File: config.mk
export PLATFORM = sky130hd
export DESIGN_NAME = reg_bank_32x32_rst
export DESIGN_NICKNAME = d
export VERILOG_FILES = /design/src/rtl/reg_bank_pkg.sv /design/src/rtl/reg_bank_read_port.sv /design/src/rtl/reg_bank_32x32_rst.sv
export SDC_FILE = /design/constraint.sdc
export NUM_CORES = 2
export LEC_CHECK = 0
export ABC_AREA = 1
export CAP_MARGIN = 15
export CORE_MARGIN = 4
export CORE_UTILIZATION = 30
export DETAILED_ROUTE_END_ITERATION = 10
export PLACE_DENSITY = 0.45
export SLEW_MARGIN = 0
export SYNTH_ARGS = -nofsm -noshare
export SYNTH_HDL_FRONTEND = slang
export SYNTH_SLANG_ARGS = --single-unit
File: constraint.sdc
create_clock -name clk -period 3.15 [get_ports clk]
set_input_delay 0.945 -clock clk [delete_from_list [all_inputs] [get_ports clk]]
set_output_delay 0.945 -clock clk [all_outputs]
set_load 0.01 [all_outputs]
File: src/rtl/reg_bank_pkg.sv
// Shared widths and types for the 32 x 32-bit general-purpose register bank.
package reg_bank_pkg;

    localparam int DATA_W = 32;
    localparam int ADDR_W = 5;
    localparam int DEPTH  = 1 << ADDR_W;

    typedef logic [DATA_W-1:0] reg_data_t;
    typedef logic [ADDR_W-1:0] reg_addr_t;

endpackage

File: src/rtl/reg_bank_read_port.sv
// Combinational DEPTH:1 read mux over the flattened register array.
module reg_bank_read_port
    import reg_bank_pkg::*;
#(
    parameter int P_DATA_W = DATA_W,
    parameter int P_ADDR_W = ADDR_W,
    parameter int P_DEPTH  = DEPTH
) (
    input  logic [P_DEPTH-1:0][P_DATA_W-1:0] regs_i,
    input  logic [P_ADDR_W-1:0]              addr_i,
    output logic [P_DATA_W-1:0]              data_o
);

    assign data_o = regs_i[addr_i];

endmodule

File: src/rtl/reg_bank_32x32_rst.sv
// Register bank: 2 combinational read ports, 1 write port, synchronous clear.
// Optional REG_ZERO_HARDWIRED_EN makes register 0 read as constant zero.
module reg_bank_32x32_rst
    import reg_bank_pkg::*;
#(
    parameter int DATA_W = reg_bank_pkg::DATA_W,
    parameter int ADDR_W = reg_bank_pkg::ADDR_W,
    parameter int DEPTH  = reg_bank_pkg::DEPTH
) (
    output logic [DATA_W-1:0] rdData1,
    output logic [DATA_W-1:0] rdData2,
    input  logic [DATA_W-1:0] wrData,
    input  logic [ADDR_W-1:0] sr1,
    input  logic [ADDR_W-1:0] sr2,
    input  logic [ADDR_W-1:0] dr,
    input  logic              write,
    input  logic              clk,
    input  logic              reset
);

    logic [DEPTH-1:0][DATA_W-1:0] regs_q;
    logic [DEPTH-1:0][DATA_W-1:0] regs_d;

    always_comb begin
        regs_d = regs_q;
        if (write) begin
            regs_d[dr] = wrData;
        end
`ifdef REG_ZERO_HARDWIRED_EN
        // Constant zero lets synthesis drop the register 0 flops entirely.
        regs_d[0] = '0;
`endif
    end

    always_ff @(posedge clk) begin
        if (reset) begin
            regs_q <= '0;
        end else begin
            regs_q <= regs_d;
        end
    end

    reg_bank_read_port #(
        .P_DATA_W(DATA_W),
        .P_ADDR_W(ADDR_W),
        .P_DEPTH (DEPTH)
    ) u_rd_port1 (
        .regs_i(regs_q),
        .addr_i(sr1),
        .data_o(rdData1)
    );

    reg_bank_read_port #(
        .P_DATA_W(DATA_W),
        .P_ADDR_W(ADDR_W),
        .P_DEPTH (DEPTH)
    ) u_rd_port2 (
        .regs_i(regs_q),
        .addr_i(sr2),
        .data_o(rdData2)
    );

endmodule

==> results.md <==
- Based on the critical path, the design can be clocked at up to 284.9 MHz.
- The count of fill cells added during filler insertion is between 15000 and 20000.
- The cell area after synthesis is between 50000 and 60000 um^2.
- The average vias per placed instance is ~5.5.
- The clock latency on the worst-skew pair is approximately 0.77 ns.
- The post-synthesis register bit count is approximately 1000.
- The multiplexer share of the synthesized area is 0.
- Measured against its own limit, the worst slew margin works out to 0.5593.
- In this run the critical register-to-register path is captured at regs_q[545].
- Clock-pin slew was measured on the worst setup and hold paths at approximately 0.05 ns.
- In this run, CTS created clock tree buffers numbering roughly 130.
- The count of cell types in the netlist is 12.
- The xor-xnor portion of the synthesized cell area is 0.
- The area share of fa/ha/maj cells after synthesis is 0.
- The worst ir drop on vdd is between 0.4 and 0.5 mV.
- From bottom edge to top edge, the die measures between 400 and 500 um.
- Final hold analysis gives a worst-case slack of around 0.48 ns.
- By area, the combinational part of the netlist is dominated by simple AND/OR/NAND/NOR gates.
- The total of warnings raised by yosys is 0.
- The final worst slack is -0.3601 ns.
- The total iterations of the first detailed-routing run is 8.
- Once placement finished, the instance area stood at 64350 um^2.
- The initial standard-cell utilization of the core is 0.3031.
- The total number of H-tree levels is 4.
- The final hold violation count was 0.
- The count of nets left with antenna violations once routing finished came out at 0.
- The type of origin of the critical path is a primary input.
- The type of destination of the critical path is an output pin.
- The first global-routing pass estimated approximately 410000 um of wire.
- No sink is reached through more buffers than the 3 on the longest clock path.
- Dividing the detail-routed wire length by the instance count gives 24.13 um.
- The data required time of the worst path is 2.20 ns.
- The cell depth of the worst min-delay path is 2.
- The utilization after layout is 0.4269.
- Max-cap violations in this run came to 0.
- The pin count of the biggest net entering global routing is approximately 110.
- The fraction of post-synthesis cell area in the top cell type by area is 0.3678.
- CTS saw 1024 sinks.
- The setup TNS is -16.46 ns.
- The clock power share is 0.452.
- The run finished, with violations left.
- The largest registers in the layout are regs_q x1024.
- Of all cell types, the one taking the most synthesized area is dfxtp_1.
- Setup repair after global routing could not meet its margin everywhere.
- The endpoint of the worst hold-timing path is regs_q[123].
- For this design, the CTS-stage hold fixing added 0 buffers.
- The total number of vias is roughly 67000.
- The finished cells cover just under 80000 um^2.
- The most frequent standard cell in the layout excluding fill and tap cells is nand2_1.
- The final weighted congestion of routability-driven global placement is about 0.89.
- The full die area is 192700 um^2.
- Sorting the synthesized cells by area gives the leading types as dfxtp_1 (37%), nand2_1 (33%), nand3_1 (14%), a21oi_1 (8.9%), clkbuf_1 (3.1%).
- The internal power component is around 25 mW.
- The detailed router's first-iteration violation count is 8483.
- In the layout the commonest cells are nand2_1 (4285), nand3_1 (1231), dfxtp_1 (1024), a21oi_1 (992), nand2_2 (427).
- The worst min-delay path startpoint is regs_q[123].
- In this run, placement finished with an instance count of ~12000.
- The ratio of total power to cell area is 442.3 nW/um^2.
- The path type of the worst min-delay path is flop to flop.
- At the end of the flow, the number of nets in the layout was between 9000 and 10000.
- Of the total synthesized cell area, the portion taken by AND, OR, NAND and NOR gates is 0.4759.
- Data arrives at the worst endpoint at 2.57 ns.
- The synthesized-area fraction occupied by ao, oa, aoi and oai cells was 0.08908.
- The biggest fanout along the worst timing path is 8.
- The horizontal die dimension is 439.0 um.
- The total overflow left after global routing is 0.
- The slew at the pin with the worst max-slew slack is roughly 0.66 ns.
- The count of cells in the finished layout, fillers not included, comes to around 12000.
- The HPWL after detailed placement is roughly 180000 um.
- The standard cell core area is approximately 180000 um^2.
- The repair_antennas step left the layout with diodes totalling 0.
- The worst clock skew is 0 ns.
- Dividing the synthesized area by the synthesized cell count gives ~6 um^2.
- The checks that failed: negative setup slack.
- The worst setup path is of the primary input to output pin kind.
- The post-synth net total is about 9500.
- The CTS tree is yes.
- The slack of the worst reg-to-reg path is about 2.4 ns.
- The count of input and output buffers is between 100 and 150.
- From synthesis to final layout, the design area changed by 40.85%.
- After detailed routing, the total wire length is slightly below 300000 um.
- The via count of the first global-routing pass is about 61000.
- The period utilization is 1.114.
- Clock tree synthesis selected as its root buffer the cell clkbuf_16.
- The register ranked first by flip-flop count is regs_q.
- Before CTS, the worst setup slack after placement is -0.9098 ns.
- The number of failing setup endpoints in the final timing report is 64.
- The net switching fraction of the power is 0.2872.
- The worst register-to-register path begins at regs_q[545].
- The number of max-slew violations in the final report is 0.
- The part of the total power dissipated in sequential elements is 0.378.
- The proportion of synthesized chip area in sequential cells is 0.3678.
- The design draws ~35 mW.
- The total global routing track utilization is 0.2829.
- The net switching power is 9.971 mW.
- The leakage power is around 30 nW.
- The number of cells on the worst reg-to-reg path is 2.
- The initial antenna violation count came to 0.
- The number of cells produced by synthesis is 9441.
- The cell row count is 157.
- Subtracting the final worst setup slack from the clock period gives about 3.5 ns.
- The remaining routing DRC violations is 0.
- Of the total power, combinational logic draws 0.170.
- ~110 I/O pins were placed.
- The register with the most flip-flops in the layout has 1024 of them.
- Of the cells placed in the final design, the portion with a size suffix greater than 1 is 0.2152.
[power by group through the flow]
| stage | Clock, mW | Sequential [mW] | Combinational (mW) |
|---|---|---|---|
| floorplan | 0 | 13.4 | 2.03 |
| finish | 15.7 | 13.1 | 5.91 |
| CTS | 15.9 | 13.1 | 4.99 |
| detailed placement | 0 | 13.4 | 4.37 |
| global placement | 0 | 13.4 | 4.38 |
| global route | 16.4 | 13.1 | 6.12 |
[kinds of logic (layout without fill, tap and decap cells)]
group | Yosys count | after routing
AND/OR/NAND/NOR | 6540 | 6540
flip-flops | 1024 | 1024
buffers and inverters | 885 | 1270
AO/OA/AOI/OAI | 992 | 992
[worst max-delay path: stages]
cell and delay [ns]:
buf_16 0.16, buf_12 0.18, buf_16 0.18, clkbuf_16 0.17, buf_12 0.12, nand2_1 0.05
nand3_1 0.08, nand3_1 0.09, nand2_2 0.10, nand2_2 0.07, nand2_4 0.10, nand2_2 0.06
nand2_2 0.10, buf_6 0.11
[per-layer routing]
layer | wire length (um) | part of all wire | track usage | vias up
met5 | 0 | 0 | 0 | -
met4 | 14080 | 0.047 | 0.1296 | 0
met3 | 22740 | 0.077 | 0.03884 | 615
met2 | 135200 | 0.46 | 0.4496 | 3329
met1 | 124500 | 0.42 | 0.3797 | 32354
li1 | - | - | - | 30964
[worst max-delay path by stage]
stage / slack (ns) / from / end / cells after the start
2_1_floorplan: 0.17 / sr1[0] / rdData1[23] / 11
3_3_place_gp: -0.97 / sr1[0] / rdData1[10] / 12
3_5_place_dp: -0.91 / sr1[0] / rdData1[10] / 12
4_1_cts: -0.42 / sr2[1] / rdData2[27] / 13
5_1_grt: -0.39 / sr1[0] / rdData1[26] / 13
6_report: -0.36 / sr1[0] / rdData1[25] / 14
[timing repair]
item                                    4_1_cts  5_1_grt
gates resized for setup                     724      985
gates cloned                                 49       73
pin swaps                                    98      489
setup buffers                                50      127
endpoints found under the setup margin       64       64
[cell type report]
cell class / count / area, um^2 / share of cell area
clock inverter: 29 / 327.8 / 0.004176
inverter: 47 / 299.0 / 0.003809
sequential: 1024 / 20500 / 0.2611
timing repair buffer: 987 / 14530 / 0.1850
multi-input combinational: 7532 / 35570 / 0.4532
timing repair inverter: 5 / 121.4 / 0.001546
clock buffer: 202 / 4068 / 0.05182
tap: 2464 / 3083 / 0.03927
[synthesized netlist by cell type]
| cell type | number |
|---|---|
| inv_1 | 43 |
| a21oi_1 | 992 |
| buf_1 | 52 |
| nand3_1 | 1548 |
| dfxtp_1 | 1024 |
| clkbuf_1 | 453 |
| nor3_1 | 32 |
| buf_2 | 331 |
| nand2_1 | 4864 |
| nor2_1 | 96 |
| buf_4 | 2 |
| inv_2 | 4 |
Power figures use the tool's default switching activity.
